$ cat config.mk
export PLATFORM = sky130hd
export DESIGN_NAME = mem_wb_stage_flat
export DESIGN_NICKNAME = d
export VERILOG_FILES = /design/src/rtl/mem_wb_stage_if.sv /design/src/rtl/mem_wb_stage.sv /design/src/flat_wrapper.sv
export SDC_FILE = /design/constraint.sdc
export NUM_CORES = 1
export LEC_CHECK = 0
export ABC_AREA = 1
export BUFFER_PORTS_ARGS = -buffer_cell sky130_fd_sc_hd__buf_2
export CORE_MARGIN = 3
export CORE_UTILIZATION = 50
export CTS_CLUSTER_DIAMETER = 50
export DETAILED_ROUTE_END_ITERATION = 6
export PLACE_DENSITY = 0.79
export SETUP_SLACK_MARGIN = 0.2
export SLEW_MARGIN = 20
export SYNTH_ARGS = -nofsm -noshare
export SYNTH_HDL_FRONTEND = slang
export SYNTH_SLANG_ARGS = --single-unit
$ cat constraint.sdc
create_clock -name clk -period 2.07 [get_ports clk]
set_input_delay 0.3105 -clock clk [delete_from_list [all_inputs] [get_ports clk]]
set_output_delay 0.3105 -clock clk [all_outputs]
set_load 0.01 [all_outputs]
$ cat src/rtl/mem_wb_stage_if.sv
// EXE -> MEM/WB handoff bundle: valid/ready handshake plus the retired op fields.
// master = upstream EXE stage, slave = mem_wb_stage.
interface mem_wb_stage_if #(
  parameter int DATA_W = 32
);
  logic              exe_valid;
  logic              exe_ready;
  logic              exe_wb_en;
  logic              exe_mem_r;
  logic              exe_mem_w;
  logic [3:0]        exe_dest;
  logic [DATA_W-1:0] exe_alu_res;
  logic [DATA_W-1:0] exe_st_val;

  modport master (
    output exe_valid, exe_wb_en, exe_mem_r, exe_mem_w, exe_dest, exe_alu_res, exe_st_val,
    input  exe_ready
  );

  modport slave (
    input  exe_valid, exe_wb_en, exe_mem_r, exe_mem_w, exe_dest, exe_alu_res, exe_st_val,
    output exe_ready
  );
endinterface

$ cat src/rtl/mem_wb_stage.sv
// Memory-access + write-back stage in front of the register file write port.
// ALU ops write back one edge after acceptance; 32-bit loads/stores run on a
// 16-bit SRAM as a low and a high half-word phase of WAIT_STATES+1 cycles each,
// followed by one DONE cycle. Upstream is frozen whenever the stage is not IDLE.
// Optional feature: define MEM_WB_FWD_EN to drive the fwd_* forwarding outputs;
// otherwise they are tied to zero.
module mem_wb_stage #(
  parameter int DATA_W      = 32,
  parameter int SRAM_DW     = DATA_W / 2,
  parameter int SRAM_AW     = 18,
  parameter int WAIT_STATES = 1
) (
  input  logic               clk,
  input  logic               rst,
  mem_wb_stage_if.slave      exe,
  output logic               freeze,
  output logic [SRAM_AW-1:0] sram_addr,
  output logic [SRAM_DW-1:0] sram_dq_o,
  output logic               sram_dq_oe,
  input  logic [SRAM_DW-1:0] sram_dq_i,
  output logic               sram_we_n,
  output logic               write_back_en,
  output logic [3:0]         dest_wb,
  output logic [DATA_W-1:0]  result_wb,
  output logic               fwd_valid,
  output logic [3:0]         fwd_dest,
  output logic [DATA_W-1:0]  fwd_data
);

  typedef enum logic [1:0] {IDLE, LO, HI, DONE} state_t;

  localparam logic [2:0] WS = 3'(WAIT_STATES);

  state_t            state;
  logic [2:0]        cnt;      // cycle index inside the current SRAM phase
  logic              op_load;  // latched op is a load (mem_r wins over mem_w)
  logic              op_wb;
  logic [3:0]        op_dest;
  logic [DATA_W-1:0] op_st;
  logic [DATA_W-1:0] rd_buf;   // assembled load data, low half first

  // Ready only in IDLE; freeze is its complement for the hazard unit.
  assign exe.exe_ready = (state == IDLE);
  assign freeze        = (state != IDLE);

  // Single FSM with registered SRAM and register-file outputs.
  always_ff @(posedge clk) begin
    if (!rst) begin
      state         <= IDLE;
      cnt           <= '0;
      write_back_en <= 1'b0;
      dest_wb       <= '0;
      result_wb     <= '0;
      sram_addr     <= '0;
      sram_dq_o     <= '0;
      sram_dq_oe    <= 1'b0;
      sram_we_n     <= 1'b1;
      op_load       <= 1'b0;
      op_wb         <= 1'b0;
      op_dest       <= '0;
      op_st         <= '0;
      rd_buf        <= '0;
    end else begin
      // Write-back is a single-cycle pulse, never held.
      write_back_en <= 1'b0;
      unique case (state)
        IDLE: begin
          if (exe.exe_valid) begin
            if (exe.exe_mem_r || exe.exe_mem_w) begin
              state      <= LO;
              cnt        <= '0;
              op_load    <= exe.exe_mem_r;
              op_wb      <= exe.exe_wb_en;
              op_dest    <= exe.exe_dest;
              op_st      <= exe.exe_st_val;
              sram_addr  <= {exe.exe_alu_res[SRAM_AW:2], 1'b0};
              sram_dq_o  <= exe.exe_st_val[SRAM_DW-1:0];
              sram_dq_oe <= !exe.exe_mem_r;
              // With no wait states the single LO cycle is also its last, so the
              // strobe must stay high to keep the address change glitch-free.
              sram_we_n  <= exe.exe_mem_r || (WS == 3'd0);
            end else begin
              write_back_en <= exe.exe_wb_en;
              dest_wb       <= exe.exe_dest;
              result_wb     <= exe.exe_alu_res;
            end
          end
        end
        LO: begin
          if (cnt == WS) begin
            rd_buf[SRAM_DW-1:0] <= sram_dq_i;
            state               <= HI;
            cnt                 <= '0;
            sram_addr[0]        <= 1'b1;
            sram_dq_o           <= op_st[DATA_W-1:SRAM_DW];
            sram_we_n           <= op_load;
          end else begin
            cnt <= cnt + 3'd1;
            // Release the strobe for the last LO cycle before the address moves.
            if (cnt + 3'd1 == WS) sram_we_n <= 1'b1;
          end
        end
        HI: begin
          if (cnt == WS) begin
            rd_buf[DATA_W-1:SRAM_DW] <= sram_dq_i;
            state                    <= DONE;
            cnt                      <= '0;
            sram_we_n                <= 1'b1;
            sram_dq_oe               <= 1'b0;
          end else begin
            cnt <= cnt + 3'd1;
          end
        end
        DONE: begin
          state <= IDLE;
          if (op_load) begin
            write_back_en <= op_wb;
            dest_wb       <= op_dest;
            result_wb     <= rd_buf;
          end
        end
      endcase
    end
  end

`ifdef MEM_WB_FWD_EN
  // Expose the write being issued now, or the load result about to be issued.
  always_comb begin
    fwd_valid = write_back_en || (state == DONE && op_load && op_wb);
    fwd_dest  = write_back_en ? dest_wb   : op_dest;
    fwd_data  = write_back_en ? result_wb : rd_buf;
  end
`else
  assign fwd_valid = 1'b0;
  assign fwd_dest  = '0;
  assign fwd_data  = '0;
`endif

endmodule

$ cat src/flat_wrapper.sv
// flat-port wrapper written by rule: the top's interface ports become plain ports
module mem_wb_stage_flat 
#(
  parameter int DATA_W      = 32,
  parameter int SRAM_DW     = DATA_W / 2,
  parameter int SRAM_AW     = 18,
  parameter int WAIT_STATES = 1
)
  (clk, rst, freeze, sram_addr, sram_dq_o, sram_dq_oe, sram_dq_i, sram_we_n, write_back_en, dest_wb, result_wb, fwd_valid, fwd_dest, fwd_data, exe_exe_valid, exe_exe_wb_en, exe_exe_mem_r, exe_exe_mem_w, exe_exe_dest, exe_exe_alu_res, exe_exe_st_val, exe_exe_ready);
  mem_wb_stage_if #(.DATA_W(DATA_W)) exe_i ();
  input  logic clk;
  input  logic rst;
  output logic freeze;
  output logic [SRAM_AW-1:0] sram_addr;
  output logic [SRAM_DW-1:0] sram_dq_o;
  output logic sram_dq_oe;
  input  logic [SRAM_DW-1:0] sram_dq_i;
  output logic sram_we_n;
  output logic write_back_en;
  output logic [3:0] dest_wb;
  output logic [DATA_W-1:0] result_wb;
  output logic fwd_valid;
  output logic [3:0] fwd_dest;
  output logic [DATA_W-1:0] fwd_data;
  input wire logic [$bits(exe_i.exe_valid)-1:0] exe_exe_valid;
  input wire logic [$bits(exe_i.exe_wb_en)-1:0] exe_exe_wb_en;
  input wire logic [$bits(exe_i.exe_mem_r)-1:0] exe_exe_mem_r;
  input wire logic [$bits(exe_i.exe_mem_w)-1:0] exe_exe_mem_w;
  input wire logic [$bits(exe_i.exe_dest)-1:0] exe_exe_dest;
  input wire logic [$bits(exe_i.exe_alu_res)-1:0] exe_exe_alu_res;
  input wire logic [$bits(exe_i.exe_st_val)-1:0] exe_exe_st_val;
  output wire logic [$bits(exe_i.exe_ready)-1:0] exe_exe_ready;
  assign exe_i.exe_valid = exe_exe_valid;
  assign exe_i.exe_wb_en = exe_exe_wb_en;
  assign exe_i.exe_mem_r = exe_exe_mem_r;
  assign exe_i.exe_mem_w = exe_exe_mem_w;
  assign exe_i.exe_dest = exe_exe_dest;
  assign exe_i.exe_alu_res = exe_exe_alu_res;
  assign exe_i.exe_st_val = exe_exe_st_val;
  assign exe_exe_ready = exe_i.exe_ready;
  mem_wb_stage #(.DATA_W(DATA_W), .SRAM_DW(SRAM_DW), .SRAM_AW(SRAM_AW), .WAIT_STATES(WAIT_STATES)) u_core (.clk(clk), .rst(rst), .exe(exe_i), .freeze(freeze), .sram_addr(sram_addr), .sram_dq_o(sram_dq_o), .sram_dq_oe(sram_dq_oe), .sram_dq_i(sram_dq_i), .sram_we_n(sram_we_n), .write_back_en(write_back_en), .dest_wb(dest_wb), .result_wb(result_wb), .fwd_valid(fwd_valid), .fwd_dest(fwd_dest), .fwd_data(fwd_data));
endmodule
==> impl_metrics.tcl <==
set metrics [dict create \
    finalClockSkew_ps 5.94 \
    grt_pass1_vias 5233 \
    detail_route.iter0.violations 593 \
    final_antenna_net_count 0 \
    dp_hpwl_um 11300 \
    crit_top_cell "inv_1" \
    ctsResizeCount 0 \
    rows 39 \
    grt_pass1_wl_um 25600 \
    p_int_uw 6480 \
    synth-seq-area-share_pct 43.4 \
    clk_pin_slew_ps 60 \
    register_area_sq_um 2640 \
    path_delay_family "buffers and inverters" \
    fmax_mhz 576 \
    clkSinkCount 132 \
    powerDensity_nw_per_um2 1390 \
    chipHeight_um 116 \
    clock_latency_ps 410 \
    maxSlewViolCount 0 \
    grt_max_degree 74 \
    ff2ff_path_depth 9 \
    max_stage_delay_ps 380 \
    yosysWarnings 0 \
    start_util_pct 52.2 \
    cts_root_buf "clkbuf_16" \
    routed_wl_um 16600 \
    r2r_start "u_core.state[0]" \
    htree_levels 4 \
    synthTopCellsByArea "dfxtp_1 (43%), nand2_1 (11%), nor2_1 (9.6%), a21oi_1 (6.3%), nand3_1 (6.1%)" \
    power_frac_clock_pct 28.7 \
    drtPass1Iterations 5 \
    die_w_um 116 \
    post_cts_buffers 0 \
    critPathKind "register to register" \
    hold_depth 3 \
    vias_per_cell 5.23 \
    hold_viol_final 0 \
    syn_area_per_cell_sq_um 7.24 \
    numCtsBuffers 17 \
    fin_crit_sh_pct 83.8 \
    critPathCaptureType "register" \
    ys_ff_latch 132 \
    layout-drive-gt1-share_pct 23.4 \
    nNetsFinal 1078 \
    yosysTopAreaCellShare_pct 43.4 \
    cp-start-kind "register" \
    dieArea_sq_um 13500 \
    switchingPower_uw 3870 \
    max_cap_viol_count 0 \
    placed_area_sq_um 6800 \
    switching_share_pct 37.4 \
    cpMaxStageDelayCell "dfxtp_1" \
    relSlewSlack_pct 64.3 \
    holdPathEnd "u_core.rd_buf[0]" \
    grt_overflow 0 \
    worst_pin_slew_ps 535 \
    worst_ir_drop_vdd_v 0.000794 \
    dp.cells 1106 \
    ioPinCount 202 \
    num_vias 5953 \
    gp_congestion 0.934 \
    drcViolationCount 0 \
    multi_input_area_sq_um 2940 \
    path_buf_inv 3 \
    track_usage_pct 24.0 \
    grt_setup_unrepaired "false" \
    critical_path_required_ps 2370 \
    core_sq_um 11700 \
    rrSetupSlack_ps 330 \
    synthesis.area_sq_um 6080 \
    yosysTopAreaCell "dfxtp_1" \
    post_drt_wl_per_cell_um 14.6 \
    clock_path_buffers 2 \
    seqPwrFrac_pct 33.6 \
    share_comb_of_total_power_pct 37.7 \
    cts_hold_buf 0 \
    fin_hold_ws_ps 148 \
    status "complete, no violations" \
    area_growth_pct 22.4 \
    cp_cell_sequence "inv_1 -> ha_2 -> inv_1 -> o21ai_4 -> nor2_8 -> clkbuf_16 -> nand3_1 -> nand2_1 -> nor2_1" \
    r2r_end "u_core.result_wb[22]" \
    setup_viol 0 \
    fin_cells 1139 \
    finalInstanceArea_sq_um 7450 \
    diodes 0 \
    fillers 1042 \
    port_buffers 164 \
    hold_start "sram_dq_i[0]" \
    tns_ps 0 \
    synth_cells 840 \
    crit_fanout 36 \
    layout_min_cycle_time_ps 1740 \
    worstPathArrival_ps 2040 \
    synth.distinct_cells 28 \
    antenna_found_initial 0 \
    hp-class "input port to register" \
    p_leak_uw 0.00350 \
    cts_tree "built" \
]
==> cells in the final DEF (no fill, tap or decap), types with 4 or more instances in the layout <==
cell	Yosys	layout
a21boi_0	36	36
a21oi_1	76	76
buf_2	24	164
buf_4	44	12
clkbuf_16	0	18
clkbuf_8	0	4
conb_1	1	37
dfxtp_1	132	132
ha_1	5	4
inv_1	10	10
inv_2	8	7
nand2_1	173	172
nand2_2	3	4
nand3_1	74	74
nor2_1	155	155
o21ai_0	48	48
o21ai_1	11	11
==> final cells by class <==
| type | instances | share of cell area, % |
|---|---|---|
| flip-flops and latches | 132 | 35.5 |
| clock inverters | 8 | 1.33 |
| clock buffers | 24 | 6.60 |
| inverters | 18 | 0.941 |
| multi-input cells | 633 | 39.5 |
| repair buffers | 181 | 13.7 |
| well taps | 143 | 2.40 |
==> worst min-delay path, cell delays in order <==
cell and delay, ps:
buf_2 90, nor2_1 40, nor2_1 80
==> power by group through the flow <==
| stage | clock (uW) | combinational, uW | sequential [uW] |
|---|---|---|---|
| floorplan | 0 | 2600 | 3660 |
| global placement | 0 | 3670 | 3510 |
| detailed placement | 0 | 3700 | 3510 |
| CTS | 3020 | 3710 | 3470 |
| global route | 3130 | 4390 | 3540 |
| finish | 2970 | 3900 | 3480 |
==> Yosys cell counts <==
master    count
a211oi_1      1
a21boi_0     36
a21oi_1      76
and3_1        1
buf_2        24
buf_4        44
buf_6         6
clkbuf_1     19
conb_1        1
dfxtp_1     132
ha_1          5
inv_1        10
inv_2         8
nand2_1     173
nand2_2       3
nand2_4       4
nand3_1      74
nand4_1       1
nor2_1      155
nor2_2        1
nor2_4        2
nor2_8        1
o21ai_0      48
o21ai_1      11
o21ai_2       1
o21ai_4       1
o21bai_1      1
or3_1         1
==> flip-flops by register name, summed over array words and instances, names as in the netlist <==
name / cells
u_core.op_st: 16
u_core.sram_addr: 18
u_core.rd_buf: 32
u_core.op_dest: 4
u_core.op_load: 1
u_core.dest_wb: 4
u_core.result_wb: 32
u_core.cnt: 3
u_core.sram_dq_oe: 1
u_core.sram_dq_o: 16
u_core.state: 2
u_core.write_back_en: 1
u_core.op_wb: 1
u_core.sram_we_n: 1
==> kinds of logic (layout without fill, tap and decap cells) <==
group / count (synthesis) / count (layout) / synth area share (%)
fa+ha+maj: 5 / 5 / 1.03
other cells: 1 / 37 / 0.0616
compound gates: 175 / 175 / 16.2
flops: 132 / 132 / 43.4
buf+inv: 111 / 231 / 10.8
simple gates: 416 / 416 / 28.5
==> layer usage <==
metal | routed length (um) | global-route usage (%)
met1 | 7370 | 33.0
met2 | 7670 | 36.5
met3 | 1230 | 6.42
met4 | 312 | 8.74
met5 | 0 | 0
==> how the worst max path moves through the flow <==
| stage | startpoint | depth (start not counted) | end |
|---|---|---|---|
| floorplan | u_core.state[0] | 8 | u_core.result_wb[11] |
| global placement | u_core.state[0] | 9 | u_core.result_wb[18] |
| CTS | u_core.state[0] | 4 | freeze |
| detailed placement | u_core.state[0] | 9 | u_core.sram_addr[1] |
| global route | u_core.state[0] | 9 | u_core.result_wb[17] |
| finish | u_core.state[0] | 9 | u_core.result_wb[22] |
==> stage by stage <==
stage / power [uW] / setup slack, ps / util (%)
after floorplan: 6250 / 495 / -
after global placement: 7180 / 298 / 58.3
after detailed placement: 7220 / 288 / 58.3
after CTS: 10200 / 255 / 63.4
after global routing: 11100 / 217 / 63.9
final: 10300 / 335 / 63.9
(Power assumes the default switching activity.)
